==> config.mk <==
export PLATFORM = sky130hd
export DESIGN_NAME = rah_app_arbiter
export DESIGN_NICKNAME = d
export VERILOG_FILES = /design/src/rtl/rah_arb_pkg.sv /design/src/rtl/rah_app_fifo.sv /design/src/rtl/rah_app_arbiter.sv
export SDC_FILE = /design/constraint.sdc
export NUM_CORES = 1
export LEC_CHECK = 0
export BUFFER_PORTS_ARGS = -buffer_cell sky130_fd_sc_hd__buf_4
export CORE_UTILIZATION = 55
export DETAILED_ROUTE_END_ITERATION = 12
export PLACE_DENSITY = 0.74
export SLEW_MARGIN = 25
export SYNTH_ARGS = -nofsm -noshare
export SYNTH_HDL_FRONTEND = slang
export SYNTH_SLANG_ARGS = --single-unit
==> constraint.sdc <==
create_clock -name clk -period 2.9 [get_ports clk]
set_clock_uncertainty 0.2 [all_clocks]
set_input_delay 0.58 -clock clk [delete_from_list [all_inputs] [get_ports clk]]
set_output_delay 0.58 -clock clk [all_outputs]
set_load 0.01 [all_outputs]
==> src/rtl/rah_arb_pkg.sv <==
// Shared types for the RAH application write arbiter: FSM state encoding and
// the app-id width helper.
package rah_arb_pkg;

    typedef enum logic {
        IDLE  = 1'b0,
        GRANT = 1'b1
    } arb_state_e;

    // Width of an app index; never narrower than one bit.
    function automatic int unsigned calc_id_width(input int unsigned n);
        if (n > 32'd1) begin
            return 32'($clog2(n));
        end
        return 32'd1;
    endfunction

endpackage

==> src/rtl/rah_app_fifo.sv <==
// Per-channel write buffer: FIFO with registered status flags and a sticky
// overflow flag for writes dropped while full.
module rah_app_fifo #(
    parameter int unsigned DATA_WIDTH = 48,
    parameter int unsigned DEPTH      = 4
) (
    input  logic                  clk,
    input  logic                  rstn,
    input  logic                  wr_en,
    input  logic [DATA_WIDTH-1:0] wr_data,
    input  logic                  rd_en,
    output logic [DATA_WIDTH-1:0] rd_data,
    input  logic                  ovf_clr,
    output logic                  full,
    output logic                  almost_full,
    output logic                  empty,
    output logic                  one_left,
    output logic                  overflow
);

    localparam int unsigned AW = $clog2(DEPTH);
    localparam int unsigned CW = AW + 1;

    logic [DATA_WIDTH-1:0] mem_q [DEPTH];
    logic [AW-1:0]         wr_ptr_q, wr_ptr_d;
    logic [AW-1:0]         rd_ptr_q, rd_ptr_d;
    logic [CW-1:0]         count_q, count_d;
    logic                  full_q, full_d;
    logic                  almost_full_q, almost_full_d;
    logic                  empty_q, empty_d;
    logic                  one_left_q, one_left_d;
    logic                  overflow_q, overflow_d;
    logic                  wr_acc_c;
    logic                  rd_acc_c;

    // Acceptance is judged against the flags registered at this edge.
    assign wr_acc_c = wr_en && !full_q;
    assign rd_acc_c = rd_en && !empty_q;

    always_comb begin
        wr_ptr_d = wr_ptr_q;
        rd_ptr_d = rd_ptr_q;
        count_d  = count_q;
        if (wr_acc_c) begin
            wr_ptr_d = wr_ptr_q + AW'(1);
        end
        if (rd_acc_c) begin
            rd_ptr_d = rd_ptr_q + AW'(1);
        end
        if (wr_acc_c && !rd_acc_c) begin
            count_d = count_q + CW'(1);
        end else if (!wr_acc_c && rd_acc_c) begin
            count_d = count_q - CW'(1);
        end
        full_d        = (count_d == CW'(DEPTH));
        almost_full_d = (count_d >= CW'(DEPTH - 1));
        empty_d       = (count_d == CW'(0));
        one_left_d    = (count_d == CW'(1));
    end

    // A set from a dropped write takes priority over a same-cycle clear.
    always_comb begin
        overflow_d = overflow_q;
        if (ovf_clr) begin
            overflow_d = 1'b0;
        end
        if (wr_en && full_q) begin
            overflow_d = 1'b1;
        end
    end

    always_ff @(posedge clk or negedge rstn) begin
        if (!rstn) begin
            wr_ptr_q      <= '0;
            rd_ptr_q      <= '0;
            count_q       <= '0;
            full_q        <= 1'b0;
            almost_full_q <= 1'b0;
            empty_q       <= 1'b1;
            one_left_q    <= 1'b0;
            overflow_q    <= 1'b0;
        end else begin
            wr_ptr_q      <= wr_ptr_d;
            rd_ptr_q      <= rd_ptr_d;
            count_q       <= count_d;
            full_q        <= full_d;
            almost_full_q <= almost_full_d;
            empty_q       <= empty_d;
            one_left_q    <= one_left_d;
            overflow_q    <= overflow_d;
        end
    end

    always_ff @(posedge clk) begin
        if (wr_acc_c) begin
            mem_q[wr_ptr_q] <= wr_data;
        end
    end

    assign rd_data     = mem_q[rd_ptr_q];
    assign full        = full_q;
    assign almost_full = almost_full_q;
    assign empty       = empty_q;
    assign one_left    = one_left_q;
    assign overflow    = overflow_q;

endmodule

==> src/rtl/rah_app_arbiter.sv <==
// Round-robin burst arbiter merging NUM_APPS buffered app write channels into
// one registered valid/ready stream toward the RAH encoder.
module rah_app_arbiter
    import rah_arb_pkg::*;
#(
    parameter  int unsigned DATA_WIDTH = 48,
    parameter  int unsigned NUM_APPS   = 4,
    parameter  int unsigned DEPTH      = 4,
    parameter  int unsigned BURST      = 2,
    localparam int unsigned ID_WIDTH   = calc_id_width(NUM_APPS)
) (
    input  logic                           clk,
    input  logic                           rstn,
    input  logic [NUM_APPS-1:0]            send_data,
    input  logic [NUM_APPS*DATA_WIDTH-1:0] wr_data,
    output logic [NUM_APPS-1:0]            wr_full,
    output logic [NUM_APPS-1:0]            wr_almost_full,
    output logic [NUM_APPS-1:0]            overflow,
    input  logic [NUM_APPS-1:0]            overflow_clr,
    output logic                           out_valid,
    input  logic                           out_ready,
    output logic [DATA_WIDTH-1:0]          out_data,
    output logic [ID_WIDTH-1:0]            out_app_id
);

    localparam int unsigned BEAT_W = 32'($clog2(BURST + 1));

    arb_state_e            state_q, state_d;
    logic [ID_WIDTH-1:0]   grant_q, grant_d;
    logic [ID_WIDTH-1:0]   last_grant_q, last_grant_d;
    logic [BEAT_W-1:0]     beat_q, beat_d;
    logic                  out_valid_q, out_valid_d;
    logic [DATA_WIDTH-1:0] out_data_q, out_data_d;
    logic [ID_WIDTH-1:0]   out_app_id_q, out_app_id_d;

    logic [NUM_APPS-1:0]   fifo_empty;
    logic [NUM_APPS-1:0]   fifo_one_left;
    logic [NUM_APPS-1:0]   rd_en_c;
    logic [DATA_WIDTH-1:0] head_data [NUM_APPS];
    logic [ID_WIDTH-1:0]   rr_pick_c;
    logic                  rr_found_c;
    logic                  load_c;
    logic                  drain_c;

    for (genvar i = 0; i < NUM_APPS; i++) begin : g_chan
        rah_app_fifo #(
            .DATA_WIDTH (DATA_WIDTH),
            .DEPTH      (DEPTH)
        ) u_fifo (
            .clk         (clk),
            .rstn        (rstn),
            .wr_en       (send_data[i]),
            .wr_data     (wr_data[i*DATA_WIDTH +: DATA_WIDTH]),
            .rd_en       (rd_en_c[i]),
            .rd_data     (head_data[i]),
            .ovf_clr     (overflow_clr[i]),
            .full        (wr_full[i]),
            .almost_full (wr_almost_full[i]),
            .empty       (fifo_empty[i]),
            .one_left    (fifo_one_left[i]),
            .overflow    (overflow[i])
        );

        assign rd_en_c[i] = load_c && (grant_q == ID_WIDTH'(i));
    end

    // First non-empty channel after last_grant, wrapping to channel 0.
    always_comb begin
        rr_pick_c  = last_grant_q;
        rr_found_c = 1'b0;
        for (int unsigned k = 1; k <= NUM_APPS; k++) begin
            if (!rr_found_c &&
                !fifo_empty[ID_WIDTH'((32'(last_grant_q) + k) % NUM_APPS)]) begin
                rr_pick_c  = ID_WIDTH'((32'(last_grant_q) + k) % NUM_APPS);
                rr_found_c = 1'b1;
            end
        end
    end

    // The granted channel runs dry on this load unless a write lands the same edge.
    assign drain_c = fifo_one_left[grant_q] &&
                     !(send_data[grant_q] && !wr_full[grant_q]);

    always_comb begin
        state_d      = state_q;
        grant_d      = grant_q;
        last_grant_d = last_grant_q;
        beat_d       = beat_q;
        load_c       = 1'b0;
        case (state_q)
            IDLE: begin
                if (rr_found_c) begin
                    grant_d = rr_pick_c;
                    beat_d  = '0;
                    state_d = GRANT;
                end
            end
            GRANT: begin
                load_c = !fifo_empty[grant_q] && (!out_valid_q || out_ready);
                if (load_c) begin
                    beat_d = beat_q + BEAT_W'(1);
                    if ((beat_q == BEAT_W'(BURST - 1)) || drain_c) begin
                        state_d      = IDLE;
                        last_grant_d = grant_q;
                    end
                end else if (fifo_empty[grant_q]) begin
                    state_d      = IDLE;
                    last_grant_d = grant_q;
                end
            end
            default: state_d = IDLE;
        endcase
    end

    // Output holding register: refilled on load, emptied on an unreplaced transfer.
    always_comb begin
        out_valid_d  = out_valid_q;
        out_data_d   = out_data_q;
        out_app_id_d = out_app_id_q;
        if (load_c) begin
            out_valid_d  = 1'b1;
            out_data_d   = head_data[grant_q];
            out_app_id_d = grant_q;
        end else if (out_ready) begin
            out_valid_d = 1'b0;
        end
    end

    always_ff @(posedge clk or negedge rstn) begin
        if (!rstn) begin
            state_q      <= IDLE;
            grant_q      <= '0;
            last_grant_q <= ID_WIDTH'(NUM_APPS - 1);
            beat_q       <= '0;
            out_valid_q  <= 1'b0;
            out_data_q   <= '0;
            out_app_id_q <= '0;
        end else begin
            state_q      <= state_d;
            grant_q      <= grant_d;
            last_grant_q <= last_grant_d;
            beat_q       <= beat_d;
            out_valid_q  <= out_valid_d;
            out_data_q   <= out_data_d;
            out_app_id_q <= out_app_id_d;
        end
    end

    assign out_valid  = out_valid_q;
    assign out_data   = out_data_q;
    assign out_app_id = out_app_id_q;

endmodule

# Word level (Yosys, flattened, before mapping)
# Memories as Yosys holds them, arrays and structs flattened.
# Index checks and enable logic that the tools add are counted.
[word_totals]
regBits = 106
ramBits = 768
in_bits = 203
wordCells = 227
mem_count = 4
[op_classes]
addsub = 21
n_lt_le_gt_ge = 10
n_eq_ne = 15
mux = 65
n_bitwise = 2
n_reduce_logical = 71
[mem_list]
columns = ["name", "words", "width", "rd", "rd_clocked_by_memory_dff", "write_ports", "line_no", "text"]
rows = [
  ["g_chan[0].u_fifo.mem_q", 4, 48, 1, 0, 1, "rah_app_fifo.sv:24", "logic [DATA_WIDTH-1:0] mem_q [DEPTH];"],
  ["g_chan[1].u_fifo.mem_q", 4, 48, 1, 0, 1, "rah_app_fifo.sv:24", ""],
  ["g_chan[2].u_fifo.mem_q", 4, 48, 1, 0, 1, "rah_app_fifo.sv:24", ""],
  ["g_chan[3].u_fifo.mem_q", 4, 48, 1, 0, 1, "rah_app_fifo.sv:24", ""],
]
[op_table]
columns = ["operator", "count"]
rows = [
  ["binary-select mux 48 bit (select 2 bit)", 1],
  ["2-to-1 mux 48 bit", 2],
  ["2-to-1 mux 1 bit", 35],
  ["logical AND 1 bit", 30],
  ["zero test 1 bit", 25],
  ["2-to-1 mux 3 bit", 8],
  ["adder 2 x 1 -> 2 bit, second input constant", 11],
  ["2-to-1 mux 2 bit", 9],
  ["binary-select mux 1 bit (select 2 bit)", 8],
  ["less-than comparator 2 x 3 -> 1 bit, second input constant", 5],
  ["adder 3 x 1 -> 3 bit, second input constant", 4],
  ["== test 3 x 1 -> 1 bit, second input constant", 4],
  ["== test 3 bit, second input constant", 4],
  ["greater-or-equal comparator 3 x 2 -> 1 bit, second input constant", 4],
  ["zero test 3 bit", 4],
  ["nonzero test 2 bit", 6],
  ["subtractor 3 x 1 -> 3 bit, second input constant", 4],
  ["adder 2 bit, second input constant", 2],
  ["== test 2 x 1 -> 1 bit, second input constant", 2],
  ["== test 2 bit, second input constant", 2],
  ["inequality test 2 x 1 -> 1 bit, second input constant", 2],
  ["one-hot mux 2 bit (2 select lines)", 1],
  ["AND reduction 2 bit", 2],
  ["greater-or-equal comparator 3 bit, second input constant", 1],
  ["7 further kinds", 8],
]

# Depth between registers and ports, before layout
[depth]
ltp_word = 14
ltp_mapped = 9
ltp_nobuf = 7

# Hierarchy
# A second synthesis with hierarchy kept.
[hier_totals]
cells_unflattened = 1626
hier_area_um2 = 34080.2
[by_module_without_submodules]
columns = ["mod", "instances", "cells_per_inst", "area_each_um2", "seq_area_each_um2"]
rows = [
  ["rah_app_fifo (g_chan[0].u_fifo ...)", 3, 320, 7597.3, 6067.1],
  ["rah_app_fifo (g_chan[1].u_fifo)", 1, 321, 7604.8, 6067.1],
  ["rah_app_arbiter", 1, 345, 3683.5, 1453.9],
]

# Worst setup path after synthesis
# OpenSTA, ideal clock, no wires.
[synth_path]
path_type = "input to register"
startpoint = "input port send_data[3]"
endpoint = "memory g_chan[3].u_fifo.mem_q[2][0] (enable)"
setup_time_ns = 0.410
arrival_ns = 2.221
required_time_ns = 2.290
setup_slack_ns = 0.069
path_stages = 3
n_path_buf = 1
cell_sequence = "nor2b_1 > clkbuf_1 > and2_1"
[synth_between]
elab_chain_len = 3
[synth_rtl]
columns = ["element", "line_no", "text"]
rows = [
  ["from (decl)", "rah_app_arbiter.sv:14", "input logic [NUM_APPS-1:0] send_data,"],
  ["logical AND 1 bit", "rah_app_fifo.sv:37", "assign wr_acc_c = wr_en && !full_q;"],
  ["2-to-1 mux 1 bit", "rah_app_fifo.sv:95", "if (wr_acc_c) begin"],
  ["2-to-1 mux 1 bit (not written as such)", "rah_app_fifo.sv:96", "mem_q[wr_ptr_q] <= wr_data;"],
  ["to (decl)", "rah_app_fifo.sv:24", ""],
]
# No other way between the ends.

# Worst setup path after layout
[layout_path]
startpoint = "register grant_q[0]"
endpoint = "register g_chan[1].u_fifo.almost_full_q"
[layout_between]
elab_chain_len = 11
[layout_rtl]
columns = ["element", "line_no", "text"]
rows = [
  ["from (decl)", "rah_app_arbiter.sv:29", "logic [ID_WIDTH-1:0] grant_q, grant_d;"],
  ["from (signal assigned)", "rah_app_arbiter.sv:140", "grant_q <= grant_d;"],
  ["binary-select mux 1 bit (select 2 bit)", "rah_app_arbiter.sv:99", "load_c = !fifo_empty[grant_q] && (!out_valid_q || out_ready);"],
  ["2-to-1 mux 1 bit (not written as such)", "rah_app_arbiter.sv:99", ""],
  ["zero test 1 bit", "rah_app_arbiter.sv:99", ""],
  ["logical AND 1 bit", "rah_app_arbiter.sv:99", ""],
  ["2-to-1 mux 1 bit", "rah_app_arbiter.sv:90", "case (state_q)"],
  ["logical AND 1 bit (*)", "rah_app_arbiter.sv:64", "assign rd_en_c[i] = load_c && (grant_q == ID_WIDTH'(i));"],
  ["logical AND 1 bit (*)", "rah_app_fifo.sv:38", "assign rd_acc_c = rd_en && !empty_q;"],
  ["logical AND 1 bit / zero test 1 bit (equally long branches)", "rah_app_fifo.sv:52, rah_app_fifo.sv:50", ""],
  ["2-to-1 mux 3 bit / logical AND 1 bit (equally long branches)", "rah_app_fifo.sv:52, rah_app_fifo.sv:50", ""],
  ["2-to-1 mux 3 bit (*)", "rah_app_fifo.sv:50", "if (wr_acc_c && !rd_acc_c) begin"],
  ["greater-or-equal comparator 3 x 2 -> 1 bit (*)", "rah_app_fifo.sv:56", "almost_full_d = (count_d >= CW'(DEPTH - 1));"],
  ["named net g_chan[1].u_fifo.almost_full_d", "rah_app_fifo.sv:29", "logic almost_full_q, almost_full_d;"],
  ["to (signal assigned)", "rah_app_fifo.sv:87", "almost_full_q <= almost_full_d;"],
  ["to (decl)", "rah_app_fifo.sv:29", ""],
]
# Mark *: on every way through the listed nets, which the timed path passes. The rest lies on a longest branch. The select of a mux whose other input is x is not followed.
# A chain may end at the register's enable or synchronous reset.

==> impl_metrics.csv <==
group,metric,value,unit
drt,drt-vias-per-instance,5.90,
clocking,clkLatencyLatePin,0.63,ns
yosys,synthArstFlopShare,12.1,%
setup_path,critPathMaxFanout,15,
placement,placed_cells,2835,
yosys,synth_edf_count,768,
yosys,synthCells,1814,
timing,setup_viol,0,
drt,dr.pass1.iters,6,
clocking,numCtsBuffers,87,
timing,slew_headroom,42.4,%
placement,port_buffers,265,
setup_path,crit_path_end_kind,"flip-flop",
timing,min_period_over_period,89.1,%
clocking,cts_tree,"yes",
setup_path,cp.required,3.18,ns
global_route,grt.total_usage,26.4,%
yosys,synth_warnings,0,
global_route,grt_pass1_vias,19751,
global_route,grt_max_degree,52,
yosys,syn_nets,2042,
finish,fin_nets,2571,
timing,period_needed,2.58,ns
floorplanning,pin_count,266,
clocking,clkTransAtPathRegs,0.06,ns
pwr,power.density,1020,mW/mm²
drt,routedWlPerCell,25.3,µm
yosys,synth.avg_cell_area,18.6,µm²
floorplanning,dieWidth,250,µm
floorplanning,fp.dieArea,0.0623,mm²
drt,wirelength,81000,µm
yosys,synth.area.top_cells,"edfxtp_1 (68%), dfrtp_1 (7.4%), mux4_2 (6.6%)",
floorplanning,dieHeight,250,µm
yosys,ys_seq_area_share,76.3,%
floorplanning,initial_utilization,55.7,%
yosys,ys.flop_type,"edfxtp_1",
clocking,post_cts_buffers,0,
job,cap_violations,0,
yosys,netlist_area,0.0337,mm²
timing,tns,0,ns
drt,drc,0,
finish,final_cells,3206,
clocking,htreeDepth,3,
yosys,synth.top_cell.area_share,68.5,%
hold_path,min_path_type,"primary input to flip-flop",
clocking,holdBufCountCts,201,
finish,drive_gt1_share,25.0,%
placement,gp_congestion,0.838,
clocking,cts-resized-gates,0,
drt,drt_iter0_markers,1563,
timing,rsz0062_at_grt,"no",
finish,area_growth,24.7,%
global_route,grt_pass1_wl,121000,µm
pwr,vdd_drop_max,673,µV
floorplanning,placeableCoreArea,0.0605,mm²
yosys,synth_top_area_cell,"edfxtp_1",
global_route,grt_overflow,0,
placement,dp_hpwl,49900,µm
clocking,clockBufferDepth,3,
timing,worstMarginPinSlew,0.862,ns
timing,slew_violations,0,
setup_path,start_kind,"flip-flop",
timing,fmax,0.387,GHz
timing,hold_viol,0,
yosys,ys_seq_elements,874,
floorplanning,num_rows,90,
global_route,antenna_found_initial,15,
clocking,clock_sinks,874,
timing,finalHoldWorstSlack,0.169,ns
drt,postRouteAntennaNets,0,
drt,vias,18922,
setup_path,worstPathArrival,2.86,ns
status,status,"finished, final reports clean",
clocking,root_buffer,"clkbuf_16",
yosys,netlist-cell-type-count,50,
pwr,p_leak,15.1,nW
setup_path,path_class,"flip-flop to flip-flop",
cell usage after synthesis, drive strengths merged (17+ instances only):
library cell / number
nor2: 74
dfrtp: 100
ha: 25
inv: 28
xnor2: 19
buf: 55
and2: 17
mux2i: 200
a31oi: 53
o21ai: 18
nand2: 77
a211oi: 48
mux4: 99
o22ai: 95
clkbuf: 52
edfxtp: 768
state kept, by name, indices dropped and copies added (netlist names):
register,cells
g_chan.u_fifo.almost_full,4
g_chan.u_fifo.overflow,4
out_data,48
g_chan.u_fifo.wr_ptr_q,8
grant_q,2
beat_q,2
g_chan.u_fifo.one_left,4
g_chan.u_fifo.full,4
out_app_id,2
g_chan.u_fifo.count_q,12
out_valid,1
last_grant_q,2
g_chan.u_fifo.mem_q,768
g_chan.u_fifo.rd_ptr_q,8
g_chan.u_fifo.empty,4
state_q,1
placed cells by master (no fill, tap or decap), drive strengths merged, types with 3 or more instances in the layout:
master	instances
xor2	3
nor2b	7
a211oi	48
or3	3
mux2i	200
clkbuf	118
edfxtp	768
dfstp	6
a211o	3
ha	25
bufinv	6
a31oi	53
o22ai	95
a21oi	8
nor3	4
nor2	74
and2	17
inv	31
buf	346
o21ai	18
diode	12
mux4	99
a22oi	5
dfrtp	100
nand2	77
dlygate4sd3	201
nand3	8
nand2b	6
xnor2	19
mux2	5
nand4	4
clkinv	29
o211ai	5
routing by layer:
layer | vias up | part of all wire (%) | GRT usage (%)
li1 | 8307 | - | -
met1 | 9713 | 38 | 33.4
met2 | 736 | 52 | 45.2
met3 | 156 | 6.5 | 4.62
met4 | 10 | 3.9 | 10.9
met5 | - | 0.072 | 0
final timing paths:
kind | depth (start not counted) | to | slack [ns] | startpoint
max | 6 | g_chan[1].u_fifo.almost_full$_DFF_PN0_ | 0.32 | grant_q[0]$_DFFE_PN0P_
min | 5 | g_chan[2].u_fifo.count_q[1]$_DFF_PN0_ | 0.17 | send_data[2]
max reg2reg | 6 | g_chan[1].u_fifo.almost_full$_DFF_PN0_ | 0.32 | grant_q[0]$_DFFE_PN0P_
min reg2reg | 2 | beat_q[1]$_DFFE_PN0P_ | 0.35 | beat_q[1]$_DFFE_PN0P_
max in group asynchronous | 3 | out_data[8]$_DFFE_PN0N_ | 1.50 | rstn
min in group asynchronous | 2 | g_chan[1].u_fifo.overflow$_DFFE_PN0P_ | 0.31 | rstn
per-stage QoR:
step	cell area, µm²	power [W]	worst slack [ns]	util [%]
after floorplan	33700	0.0259	0.0689	-
after global placement	37200	0.0313	0.356	61.5
after detailed placement	37200	0.0317	0.336	61.5
after CTS	42000	0.0429	0.319	69.4
after global routing	42000	0.0443	0.00549	69.5
final	42000	0.0427	0.317	69.5
worst max-delay path: stages, from the launching register on:
cell and delay, ns:
dfrtp_1 0.73, buf_4 0.25, nor3b_1 0.31, and3_1 0.32
mux2i_1 0.25, xnor2_1 0.19, o221ai_1 0.18
cells by family (layout without fill, tap and decap cells):
family                   after synthesis  after routing  share of synthesized area (%)
flip-flops                           874            874                           76.3
multiplexers                         304            304                           12.7
AO/OA/AOI/OAI                        245            245                           4.77
AND/OR/NAND/NOR                      209            209                           2.84
buffers and inverters                135            733                           1.81
adder cells (fa/ha/maj)               25             25                          0.928
XOR/XNOR                              22             22                          0.572
other                                  0             12                              0
area by class of cell:
class	instances	area (µm²)
tap	782	978
inverter	28	105
sequential	874	25700
clock inverter	40	392
timing repair buffer	547	5000
multi-input combinational	805	7410
fill	3737	18500
antenna	12	30.0
clock buffer	118	2370
where the power goes:
part	total [W]	internal [W]	switching, W
clock	0.0109	0.00628	0.00462
combinational	0.0137	0.00595	0.00775
sequential	0.0181	0.0167	0.00136
total	0.0427	0.0289	0.0137
No activity file was read; power rests on OpenSTA's default activity.
